File: src/rtl/larson_pkg.sv
`default_nettype none
// ============================================================================
// Module      : larson_pkg
// Description : Shared types and constants for the 16-LED Larson scanner.
//               Holds the sweep-mode and sequencer-state enums, the LED
//               geometry, and the active-low LED select decode helper.
// Revision    : 1.0 - initial release
// ============================================================================
package larson_pkg;

  localparam int LED_COUNT = 16;
  localparam int POS_W     = 4;

  // Sweep modes as encoded on i_cfg_mode
  typedef enum logic [1:0] {
    MODE_BOUNCE    = 2'd0,
    MODE_WRAP_UP   = 2'd1,
    MODE_WRAP_DOWN = 2'd2,
    MODE_HOLD      = 2'd3
  } mode_e;

  // Sequencer states
  typedef enum logic [1:0] {
    ST_IDLE  = 2'd0,
    ST_RUN   = 2'd1,
    ST_DWELL = 2'd2
  } state_e;

  // Active-low one-hot select for an LED index
  function automatic logic [LED_COUNT-1:0] led_select(input logic [POS_W-1:0] pos);
    logic [LED_COUNT-1:0] one;
    one = {{(LED_COUNT-1){1'b0}}, 1'b1};
    return ~(one << pos);
  endfunction

endpackage
`default_nettype wire

File: src/rtl/larson_prescaler.sv
`default_nettype none
// ============================================================================
// Module      : larson_prescaler
// Description : Step-period counter. Counts 0..i_period while i_run is high
//               and pulses o_tick on the cycle the count equals i_period,
//               then wraps to zero. i_clear forces the count to zero and
//               masks the tick in the same cycle.
// Ports       : i_clk, i_rst (async, active-high)
//               i_clear  - zero the counter, suppress tick
//               i_run    - counting enable
//               i_period - terminal count (0 = tick every cycle)
//               o_tick   - one-cycle step strobe (combinational)
// Revision    : 1.0 - initial release
// ============================================================================
module larson_prescaler #(
  parameter int PRESCALE_W = 16
) (
  input  logic                  i_clk,
  input  logic                  i_rst,
  input  logic                  i_clear,
  input  logic                  i_run,
  input  logic [PRESCALE_W-1:0] i_period,
  output logic                  o_tick
);

  logic [PRESCALE_W-1:0] count_q;
  logic [PRESCALE_W-1:0] count_d;
  logic                  w_at_end;

  // Equality compare: the counter is always cleared when the period changes,
  // so it can never sit above the terminal count.
  assign w_at_end = (count_q == i_period);
  assign o_tick   = i_run & ~i_clear & w_at_end;

  always_comb begin
    count_d = count_q;
    if (i_clear || !i_run) begin
      count_d = '0;
    end else if (w_at_end) begin
      count_d = '0;
    end else begin
      count_d = count_q + {{(PRESCALE_W-1){1'b0}}, 1'b1};
    end
  end

  always_ff @(posedge i_clk or posedge i_rst) begin
    if (i_rst) begin
      count_q <= '0;
    end else begin
      count_q <= count_d;
    end
  end

endmodule
`default_nettype wire

File: src/rtl/larson_scan_controller.sv
`default_nettype none
// ============================================================================
// Module      : larson_scan_controller
// Description : Sequencer for the 16-LED scanner. Owns the LED position,
//               direction, sweep mode, step period and end dwell. Steps the
//               position on prescaler ticks while enabled and drives the
//               active-low one-of-16 LED select lines. Configuration is
//               loaded through a valid/ready handshake.
// Ports       : i_clk, i_rst (async, active-high)
//               i_enable                 - run / freeze
//               i_cfg_valid, o_cfg_ready - config handshake
//               i_cfg_mode/period/dwell  - config payload
//               o_position, o_direction  - current LED index and sweep dir
//               o_step                   - pulse with each new position
//               o_selection              - ~(1 << o_position)
// Revision    : 1.0 - initial release
// ============================================================================
module larson_scan_controller
  import larson_pkg::*;
#(
  parameter int PRESCALE_W     = 16,
  parameter int DWELL_W        = 4,
  parameter int DEFAULT_PERIOD = 0
) (
  input  logic                  i_clk,
  input  logic                  i_rst,
  input  logic                  i_enable,
  input  logic                  i_cfg_valid,
  output logic                  o_cfg_ready,
  input  logic [1:0]            i_cfg_mode,
  input  logic [PRESCALE_W-1:0] i_cfg_period,
  input  logic [DWELL_W-1:0]    i_cfg_dwell,
  output logic [POS_W-1:0]      o_position,
  output logic                  o_direction,
  output logic                  o_step,
  output logic [LED_COUNT-1:0]  o_selection
);

  localparam logic [POS_W-1:0]      c_pos_one  = {{(POS_W-1){1'b0}}, 1'b1};
  localparam logic [POS_W-1:0]      c_pos_top  = {POS_W{1'b1}};
  localparam logic [DWELL_W-1:0]    c_dwl_one  = {{(DWELL_W-1){1'b0}}, 1'b1};
  localparam logic [PRESCALE_W-1:0] c_def_per  = PRESCALE_W'(DEFAULT_PERIOD);

  state_e                 state_q,     state_d;
  mode_e                  mode_q,      mode_d;
  logic [POS_W-1:0]       pos_q,       pos_d;
  logic                   dir_q,       dir_d;
  logic [PRESCALE_W-1:0]  period_q,    period_d;
  logic [DWELL_W-1:0]     dwell_cfg_q, dwell_cfg_d;
  logic [DWELL_W-1:0]     dwell_cnt_q, dwell_cnt_d;
  logic                   step_q,      step_d;

  logic                   w_accept;
  logic                   w_run;
  logic                   w_clear;
  logic                   w_tick;
  logic [POS_W-1:0]       w_pos_up;
  logic [POS_W-1:0]       w_pos_dn;
  mode_e                  w_cfg_mode;

  assign w_cfg_mode = mode_e'(i_cfg_mode);
  assign o_cfg_ready = (state_q != ST_DWELL);
  assign w_accept    = i_cfg_valid & o_cfg_ready;
  assign w_run       = i_enable & ((state_q == ST_RUN) | (state_q == ST_DWELL));
  // Clearing on accept also masks the tick, so the accept cycle never steps
  assign w_clear     = w_accept | (state_q == ST_IDLE);
  assign w_pos_up    = pos_q + c_pos_one;
  assign w_pos_dn    = pos_q - c_pos_one;

  larson_prescaler #(
    .PRESCALE_W (PRESCALE_W)
  ) u_prescaler (
    .i_clk    (i_clk),
    .i_rst    (i_rst),
    .i_clear  (w_clear),
    .i_run    (w_run),
    .i_period (period_q),
    .o_tick   (w_tick)
  );

  always_comb begin
    state_d     = state_q;
    mode_d      = mode_q;
    pos_d       = pos_q;
    dir_d       = dir_q;
    period_d    = period_q;
    dwell_cfg_d = dwell_cfg_q;
    dwell_cnt_d = dwell_cnt_q;
    step_d      = 1'b0;

    if (!i_enable) begin
      // Freeze position/direction; an interrupted dwell is abandoned
      state_d     = ST_IDLE;
      dwell_cnt_d = '0;
    end else begin
      case (state_q)
        ST_IDLE: begin
          state_d = ST_RUN;
        end

        ST_RUN: begin
          if (w_tick) begin
            step_d = 1'b1;
            case (mode_q)
              MODE_BOUNCE: begin
                if (!dir_q) begin
                  pos_d = w_pos_up;
                  if (w_pos_up == c_pos_top) dir_d = 1'b1;
                  if ((w_pos_up == c_pos_top) && (dwell_cfg_q != '0)) begin
                    state_d     = ST_DWELL;
                    dwell_cnt_d = dwell_cfg_q;
                  end
                end else begin
                  pos_d = w_pos_dn;
                  if (w_pos_dn == '0) dir_d = 1'b0;
                  if ((w_pos_dn == '0) && (dwell_cfg_q != '0)) begin
                    state_d     = ST_DWELL;
                    dwell_cnt_d = dwell_cfg_q;
                  end
                end
              end
              MODE_WRAP_UP: begin
                pos_d = w_pos_up;
                dir_d = 1'b0;
              end
              MODE_WRAP_DOWN: begin
                pos_d = w_pos_dn;
                dir_d = 1'b1;
              end
              default: begin
                // HOLD: position parked, step strobe still marks the rate
              end
            endcase
          end
        end

        ST_DWELL: begin
          if (w_tick) begin
            if (dwell_cnt_q == c_dwl_one) begin
              state_d     = ST_RUN;
              dwell_cnt_d = '0;
            end else begin
              dwell_cnt_d = dwell_cnt_q - c_dwl_one;
            end
          end
        end

        default: begin
          state_d = ST_IDLE;
        end
      endcase
    end

    // Config load; position is untouched because the tick is masked here
    if (w_accept) begin
      mode_d      = w_cfg_mode;
      period_d    = i_cfg_period;
      dwell_cfg_d = i_cfg_dwell;
      case (w_cfg_mode)
        MODE_WRAP_UP:   dir_d = 1'b0;
        MODE_WRAP_DOWN: dir_d = 1'b1;
        MODE_BOUNCE: begin
          // At an endpoint the only legal bounce direction is away from it
          if (pos_q == c_pos_top)  dir_d = 1'b1;
          else if (pos_q == '0)    dir_d = 1'b0;
        end
        default: begin
        end
      endcase
    end
  end

  always_ff @(posedge i_clk or posedge i_rst) begin
    if (i_rst) begin
      state_q     <= ST_IDLE;
      mode_q      <= MODE_BOUNCE;
      pos_q       <= '0;
      dir_q       <= 1'b0;
      period_q    <= c_def_per;
      dwell_cfg_q <= '0;
      dwell_cnt_q <= '0;
      step_q      <= 1'b0;
    end else begin
      state_q     <= state_d;
      mode_q      <= mode_d;
      pos_q       <= pos_d;
      dir_q       <= dir_d;
      period_q    <= period_d;
      dwell_cfg_q <= dwell_cfg_d;
      dwell_cnt_q <= dwell_cnt_d;
      step_q      <= step_d;
    end
  end

  assign o_position  = pos_q;
  assign o_direction = dir_q;
  assign o_step      = step_q;
  assign o_selection = led_select(pos_q);

endmodule
`default_nettype wire
File: config.mk
export PLATFORM = sky130hd
export DESIGN_NAME = larson_scan_controller
export DESIGN_NICKNAME = d
export VERILOG_FILES = /design/src/rtl/larson_pkg.sv /design/src/rtl/larson_prescaler.sv /design/src/rtl/larson_scan_controller.sv
export SDC_FILE = /design/constraint.sdc
export NUM_CORES = 1
export LEC_CHECK = 0
export ABC_AREA = 1
export BUFFER_PORTS_ARGS = -buffer_cell sky130_fd_sc_hd__buf_2
export CORE_MARGIN = 8
export CORE_UTILIZATION = 52
export DETAILED_ROUTE_END_ITERATION = 10
export PLACE_DENSITY_LB_ADDON = 0.05
export RECOVER_POWER = 50
export SLEW_MARGIN = 5
export SYNTH_ARGS = -nofsm -noshare
export SYNTH_HDL_FRONTEND = slang
export SYNTH_SLANG_ARGS = --single-unit
File: constraint.sdc
create_clock -name i_clk -period 2.2 [get_ports i_clk]
set_clock_uncertainty 0.2 [all_clocks]
set_input_delay 0.11 -clock i_clk [delete_from_list [all_inputs] [get_ports i_clk]]
set_output_delay 0.11 -clock i_clk [all_outputs]
set_load 0.02 [all_outputs]
==> results of run 1 <==
area by class of cell:
class / count / area (um2)
timing repair buffer: 86 / 586
clock inverter: 3 / 40.0
clock buffer: 5 / 68.8
sequential: 50 / 1250
inverter: 64 / 241
tap: 77 / 96.3
fill: 567 / 2150
multi-input combinational: 306 / 1800
worst reg2reg max path: cells and delay by family (launching register included):
| family | cells | cell delay (ns) |
|---|---|---|
| AO/OA/AOI/OAI | 1 | 0.10 |
| adder cells (fa/ha/maj) | 2 | 0.43 |
| AND/OR/NAND/NOR | 8 | 0.71 |
| flip-flops | 1 | 0.41 |
| buffers and inverters | 2 | 0.13 |
routing by layer:
layer / up-vias / share of wire
met1: 1344 / 0.46
met5: - / 0
met2: 42 / 0.48
met3: 5 / 0.050
met4: 0 / 0.0095
li1: 1519 / -
cells by family (layout without fill, tap and decap cells):
group / after synthesis / in the layout / synth area share
and+or+nand+nor: 213 / 213 / 0.309
xor gates and xnor gates: 17 / 17 / 0.0450
AOI/OAI and AO/OA: 56 / 56 / 0.101
adders and majority gates: 20 / 20 / 0.0756
DFF: 50 / 50 / 0.378
buffers and inverters: 74 / 158 / 0.0910
cells in the final DEF (no fill, tap or decap), types with 5 or more instances in the layout:
cell type	instances
nand2_1	126
inv_1	51
dfrtp_1	48
buf_2	38
nor2_1	26
nand3_1	25
dlygate4sd3_1	24
o21ai_0	19
ha_1	16
buf_4	13
a21oi_1	12
inv_2	11
clkbuf_1	10
xnor2_1	9
xor2_1	8
nor2_2	6
nor3_1	6
o22ai_1	6
nor2_4	5
clkbuf_8	5
state kept, by name, indices dropped and copies added, names as in the netlist:
| register | count |
|---|---|
| u_prescaler.count_q | 16 |
| o_step | 1 |
| mode_q | 2 |
| dwell_cnt_q | 4 |
| period_q | 16 |
| o_position | 4 |
| o_direction | 1 |
| state_q | 2 |
| dwell_cfg_q | 4 |
path summary, 6_finish.rpt:
| path | start | endpoint | slack, ns | cells past startpoint |
|---|---|---|---|---|
| max reg2reg | o_position[1]$_DFFE_PP0P_ | dwell_cnt_q[2]$_DFFE_PP0P_ | 0.13 | 13 |
| max | o_position[1]$_DFFE_PP0P_ | dwell_cnt_q[2]$_DFFE_PP0P_ | 0.13 | 13 |
| min reg2reg | period_q[6]$_DFFE_PP0P_ | period_q[6]$_DFFE_PP0P_ | 0.31 | 2 |
| max in group asynchronous | i_rst | o_position[0]$_DFFE_PP0P_ | 0.78 | 4 |
| min | i_cfg_valid | mode_q[0]$_DFFE_PP0P_ | 0.14 | 6 |
| min in group asynchronous | i_rst | period_q[15]$_DFFE_PP0P_ | 0.35 | 3 |
repair_timing:
action,4_1_cts,5_1_grt
hold buffers,24,0
setup buffers,0,1
hold endpoints to repair,46,0
resized for setup,0,7
setup endpoints to repair,0,7
stage by stage:
step                      std cells  power [mW]  TNS (ns)
after floorplan                 430        2.01         0
after global placement          558        2.24         0
after detailed placement        558        2.27         0
after CTS                       590        2.96         0
after global routing            591        3.18   -0.0151
final                           591        2.93         0
report_power, final:
| part | total, mW | internal (mW) | switching (mW) |
|---|---|---|---|
| registers | 1.21 | 1.07 | 0.134 |
| clock network | 0.648 | 0.335 | 0.312 |
| logic | 1.07 | 0.419 | 0.653 |
==> flow_metrics.env, run 1 <==
export IMPL_cts_tree="built"
export IMPL_grt_remaining_overflow=0
export IMPL_max_slew_margin_rel=0.379
export IMPL_grtUsageMet3=0.0304
export IMPL_crit_required_ns=2.20
export IMPL_ios=49
export IMPL_numPortBuffers=48
export IMPL_cts_root_buf="clkbuf_8"
export IMPL_syn_area_um2=3310
export IMPL_hold_class="in -> reg"
export IMPL_die_y_um=95.8
export IMPL_worstSkewPairLatency_ns=0.30
export IMPL_post_drt_via_cell_ratio=4.92
export IMPL_synth_common_cells="nand2_1, inv_1, dfrtp_1, nor2_1, nand3_1"
export IMPL_yosysSeqAreaShare=0.378
export IMPL_max_clock_freq_mhz=483
export IMPL_pre_cts_ws_ns=0.0672
export IMPL_start_kind="register"
export IMPL_dpl_hpwl_um=5560
export IMPL_ys_ff_latch=50
export IMPL_hold_violations=0
export IMPL_crit_buf_inv=2
export IMPL_cts_sinks=50
export IMPL_slowest_stage="dfrtp_2"
export IMPL_grt_util_met2=0.295
export IMPL_drtIter0Drc=100
export IMPL_h_tree_depth=2
export IMPL_cp_end_kind="register"
export IMPL_period_share=0.942
export IMPL_final_util=0.655
export IMPL_core_rowCount=29
export IMPL_synth_fp_nets=476
export IMPL_syn_area_per_cell_um2=7.70
export IMPL_detail_route_drc_violations=0
export IMPL_slowest_delay_ns=0.41
export IMPL_cts_path_max_buffers=2
export IMPL_drive_above_1_share=0.214
export IMPL_cp_cell_sequence="inv_2 > ha_4 > ha_4 > nand2_1 > inv_2 > nand2_1 > nand3b_1 > o21ai_2 > nand4_4 > nand2_4 > nand2_4 > nand2_1 > nand2_1"
export IMPL_top_usage_layer="met2"
export IMPL_yosys_warnings=0
export IMPL_vias=2910
export IMPL_nets=559
export IMPL_crit_type="reg -> reg"
export IMPL_routed_wl_um=7290
export IMPL_cp_max_fo=8
export IMPL_outcome="complete, no violations"
export IMPL_async_flop_share=1.00
export IMPL_synth_cell_types=41
export IMPL_powerDensity_nw_per_um2=716
export IMPL_timing_hold_ws_ns=0.140
export IMPL_firstDrtPassIters=4
export IMPL_coreArea_um2=6240
export IMPL_grt_pass1_vias=2868
export IMPL_cts_buffers=5
export IMPL_track_usage=0.173
export IMPL_synth_area_leaders="dfrtp_1, nand2_1, ha_1"
export IMPL_area_growth_pct=23.5
export IMPL_ant_nets=0
export IMPL_grt_pass1_wl_um=12700
export IMPL_p_leak_nw=2.04
export IMPL_yosysTopAreaCell="dfrtp_1"
export IMPL_worst_pin_slew_ns=0.930
export IMPL_crit_top_cell="nand2_1"
export IMPL_placed_area_um2=3700
export IMPL_arrival_ns=2.08
export IMPL_drv_cap=0
export IMPL_synth_top_area_share=0.378
export IMPL_slew_violations=0
export IMPL_final_cell_area_um2=4090
export IMPL_grt_max_degree=29
export IMPL_finalSetupViolCount=0
export IMPL_finalCriticalPeriod_ns=2.07
export IMPL_num_antenna_cells=0
export IMPL_drt_wirelength_per_cell_um=12.3
export IMPL_place_gp_congestion=0.810
export IMPL_syn_inst=430
export IMPL_use_met1=0.218
export IMPL_antenna_found_initial=0
export IMPL_yosys_most_used_dff="dfrtp_1"
export IMPL_yosysMostFrequentCell="nand2_1"
export IMPL_path_delay_family="simple AND/OR/NAND/NOR gates"
export IMPL_synth_edf_count=0
export IMPL_peakVddDrop_uv=411
export IMPL_setup_ws_ns=0.128
export IMPL_dieArea_um2=9180
export IMPL_start_util=0.531
export IMPL_clk_pin_slew_ns=0.09
export IMPL_die_w_um=95.8
Power figures use the tool's default switching activity.
==> run 2: changes to the inputs <==
--- a/config.mk
+++ b/config.mk
@@ -6,9 +6,10 @@
 export NUM_CORES = 1
 export LEC_CHECK = 0
 export ABC_AREA = 1
+export ABC_CLOCK_PERIOD_IN_PS = 2200
 export BUFFER_PORTS_ARGS = -buffer_cell sky130_fd_sc_hd__buf_2
 export CORE_MARGIN = 8
-export CORE_UTILIZATION = 52
+export CORE_UTILIZATION = 40
 export DETAILED_ROUTE_END_ITERATION = 10
 export PLACE_DENSITY_LB_ADDON = 0.05
 export RECOVER_POWER = 50
==> constraint.sdc (replaced) <==
create_clock -name i_clk -period 2.2 [get_ports i_clk]
set_clock_uncertainty 0.2 [all_clocks]
set_input_delay 0.22 -clock i_clk [delete_from_list [all_inputs] [get_ports i_clk]]
set_output_delay 0.22 -clock i_clk [all_outputs]
set_load 0.02 [all_outputs]
==> flow_metrics.env, run 2 (same netlist as run 1, synthesis figures left out) <==
export IMPL_pre_cts_ws_ns=0.0732
export IMPL_crit_end="dwell_cnt_q[2]$_DFFE_PP0P_"
export IMPL_reg2reg_slack_ns=0.12
export IMPL_powerDensity_nw_per_um2=698
export IMPL_cts_buffers=5
export IMPL_grt_pass1_wl_um=13300
export IMPL_route_met2_wl_um=3580
export IMPL_ios=49
export IMPL_numPortBuffers=48
export IMPL_area_growth_pct=24.2
export IMPL_h_tree_depth=2
export IMPL_grt_pass1_vias=2889
export IMPL_period_share=0.946
export IMPL_wl_met3_um=352
export IMPL_grt_remaining_overflow=0
export IMPL_nets=561
export IMPL_grt_max_degree=30
export IMPL_start_kind="register"
export IMPL_rr_startpoint="o_position[1]$_DFFE_PP0P_"
export IMPL_vias=2880
export IMPL_crit_required_ns=2.19
export IMPL_met1Wirelength_um=3630
export IMPL_setup_ws_ns=0.118
export IMPL_dieArea_um2=11400
export IMPL_drtIter0Drc=128
export IMPL_layout_commonest_cell="nand2_1"
export IMPL_finalSetupViolCount=0
export IMPL_drive_above_1_share=0.225
export IMPL_highest_layer="met4"
export IMPL_track_usage=0.141
export IMPL_layout_cells_most_common_list="nand2_1, inv_1, dfrtp_1"
export IMPL_routed_wl_um=7630
export IMPL_clk_pin_slew_ns=0.09
export IMPL_drt_wirelength_per_cell_um=12.3
export IMPL_antenna_found_initial=0
export IMPL_hold_violations=0
export IMPL_arrival_ns=2.08
export IMPL_cp_end_kind="register"
export IMPL_die_y_um=107
export IMPL_worst_pin_slew_ns=0.861
export IMPL_p_leak_nw=2.04
export IMPL_slew_violations=0
export IMPL_worstSkewPairLatency_ns=0.30
export IMPL_hold_class="in -> reg"
export IMPL_cts_sinks=50
export IMPL_ant_nets=0
export IMPL_dpl_hpwl_um=5800
export IMPL_core_rowCount=33
export IMPL_cts_root_buf="clkbuf_8"
export IMPL_num_antenna_cells=0
export IMPL_max_slew_margin_rel=0.425
export IMPL_start_util=0.407
export IMPL_outcome="complete, no violations"
export IMPL_crit_type="reg -> reg"
export IMPL_detail_route_drc_violations=0
export IMPL_max_clock_freq_mhz=480
export IMPL_cp_max_fo=8
export IMPL_place_gp_congestion=0.799
export IMPL_die_w_um=107
export IMPL_tns_ns=0
export IMPL_peakVddDrop_uv=272
export IMPL_cts_tree="built"
export IMPL_drv_cap=0
export IMPL_firstDrtPassIters=4
export IMPL_rr_worst_depth=13
export IMPL_coreArea_um2=8130
export IMPL_cp_startpoint="o_position[1]$_DFFE_PP0P_"
export IMPL_whs_path_depth=3
export IMPL_cts_path_max_buffers=2
export IMPL_finalCriticalPeriod_ns=2.08
export IMPL_post_drt_via_cell_ratio=4.64
export IMPL_reg2reg_to="dwell_cnt_q[2]$_DFFE_PP0P_"
export IMPL_top_regs="period_q (16), u_prescaler.count_q (16)"
[run 2: timing repair]
action	CTS	global route
gates resized for setup	0	8
setup endpoints to repair	0	14
hold endpoints to repair	42	0
hold buffers	23	0
buffers inserted	0	1
[run 2: report_power, final]
part | internal [mW] | switching (mW) | total (mW)
Clock | 0.254 | 0.320 | 0.574
Combinational | 0.426 | 0.661 | 1.09
Sequential | 1.07 | 0.133 | 1.21
Total | 1.75 | 1.12 | 2.87
[run 2: worst min-delay path by stage]
stage | startpoint | to | slack (ns)
after floorplan | i_cfg_period[6] | period_q[6]$_DFFE_PP0P_ | 0.14
after global routing | i_enable | o_step$_DFF_PP0_ | 0.07
after detailed placement | i_rst | period_q[14]$_DFFE_PP0P_ | 0.08
after global placement | i_rst | period_q[14]$_DFFE_PP0P_ | 0.08
after CTS | i_enable | o_step$_DFF_PP0_ | 0.03
final | i_enable | o_step$_DFF_PP0_ | 0.03
[run 2: layer usage]
| layer | vias to the layer above | GRT usage |
|---|---|---|
| li1 | 1524 | - |
| met1 | 1302 | 0.177 |
| met2 | 49 | 0.238 |
| met3 | 5 | 0.0288 |
| met4 | 0 | 0.0382 |
| met5 | - | 0 |
[run 2: worst max-delay path, cell delays in order, from the launching register on]
cell and delay, ns:
dfrtp_2 0.42, inv_2 0.07, ha_4 0.17, ha_4 0.25, nand2_1 0.06, inv_2 0.06
nand2_1 0.04, nand3b_1 0.18, o21ai_2 0.10, nand4_4 0.12, nand2_4 0.14, nand2_4 0.07
nand2_1 0.06, nand2_1 0.05
[run 2: cell type report]
type                    instances  area [um2]
repair buffers                 88         582
well taps                     105         131
multi-input cells             306        1810
clock buffers                   6        82.6
fillers                       804        4020
clock inverters                 2        12.5
inverters                      64         241
flip-flops and latches         50        1250
[run 2: metrics by stage]
step	utilization	hold WS, ns	power, mW	std cells	instance area [um2]
floorplan	-	0.137	2.01	430	3320
global route	0.506	0.0668	3.13	621	4110
detailed placement	0.463	0.0844	2.28	589	3760
global placement	0.463	0.0828	2.27	589	3760
finish	0.506	0.0319	2.87	621	4110
CTS	0.503	0.0255	2.90	620	4090
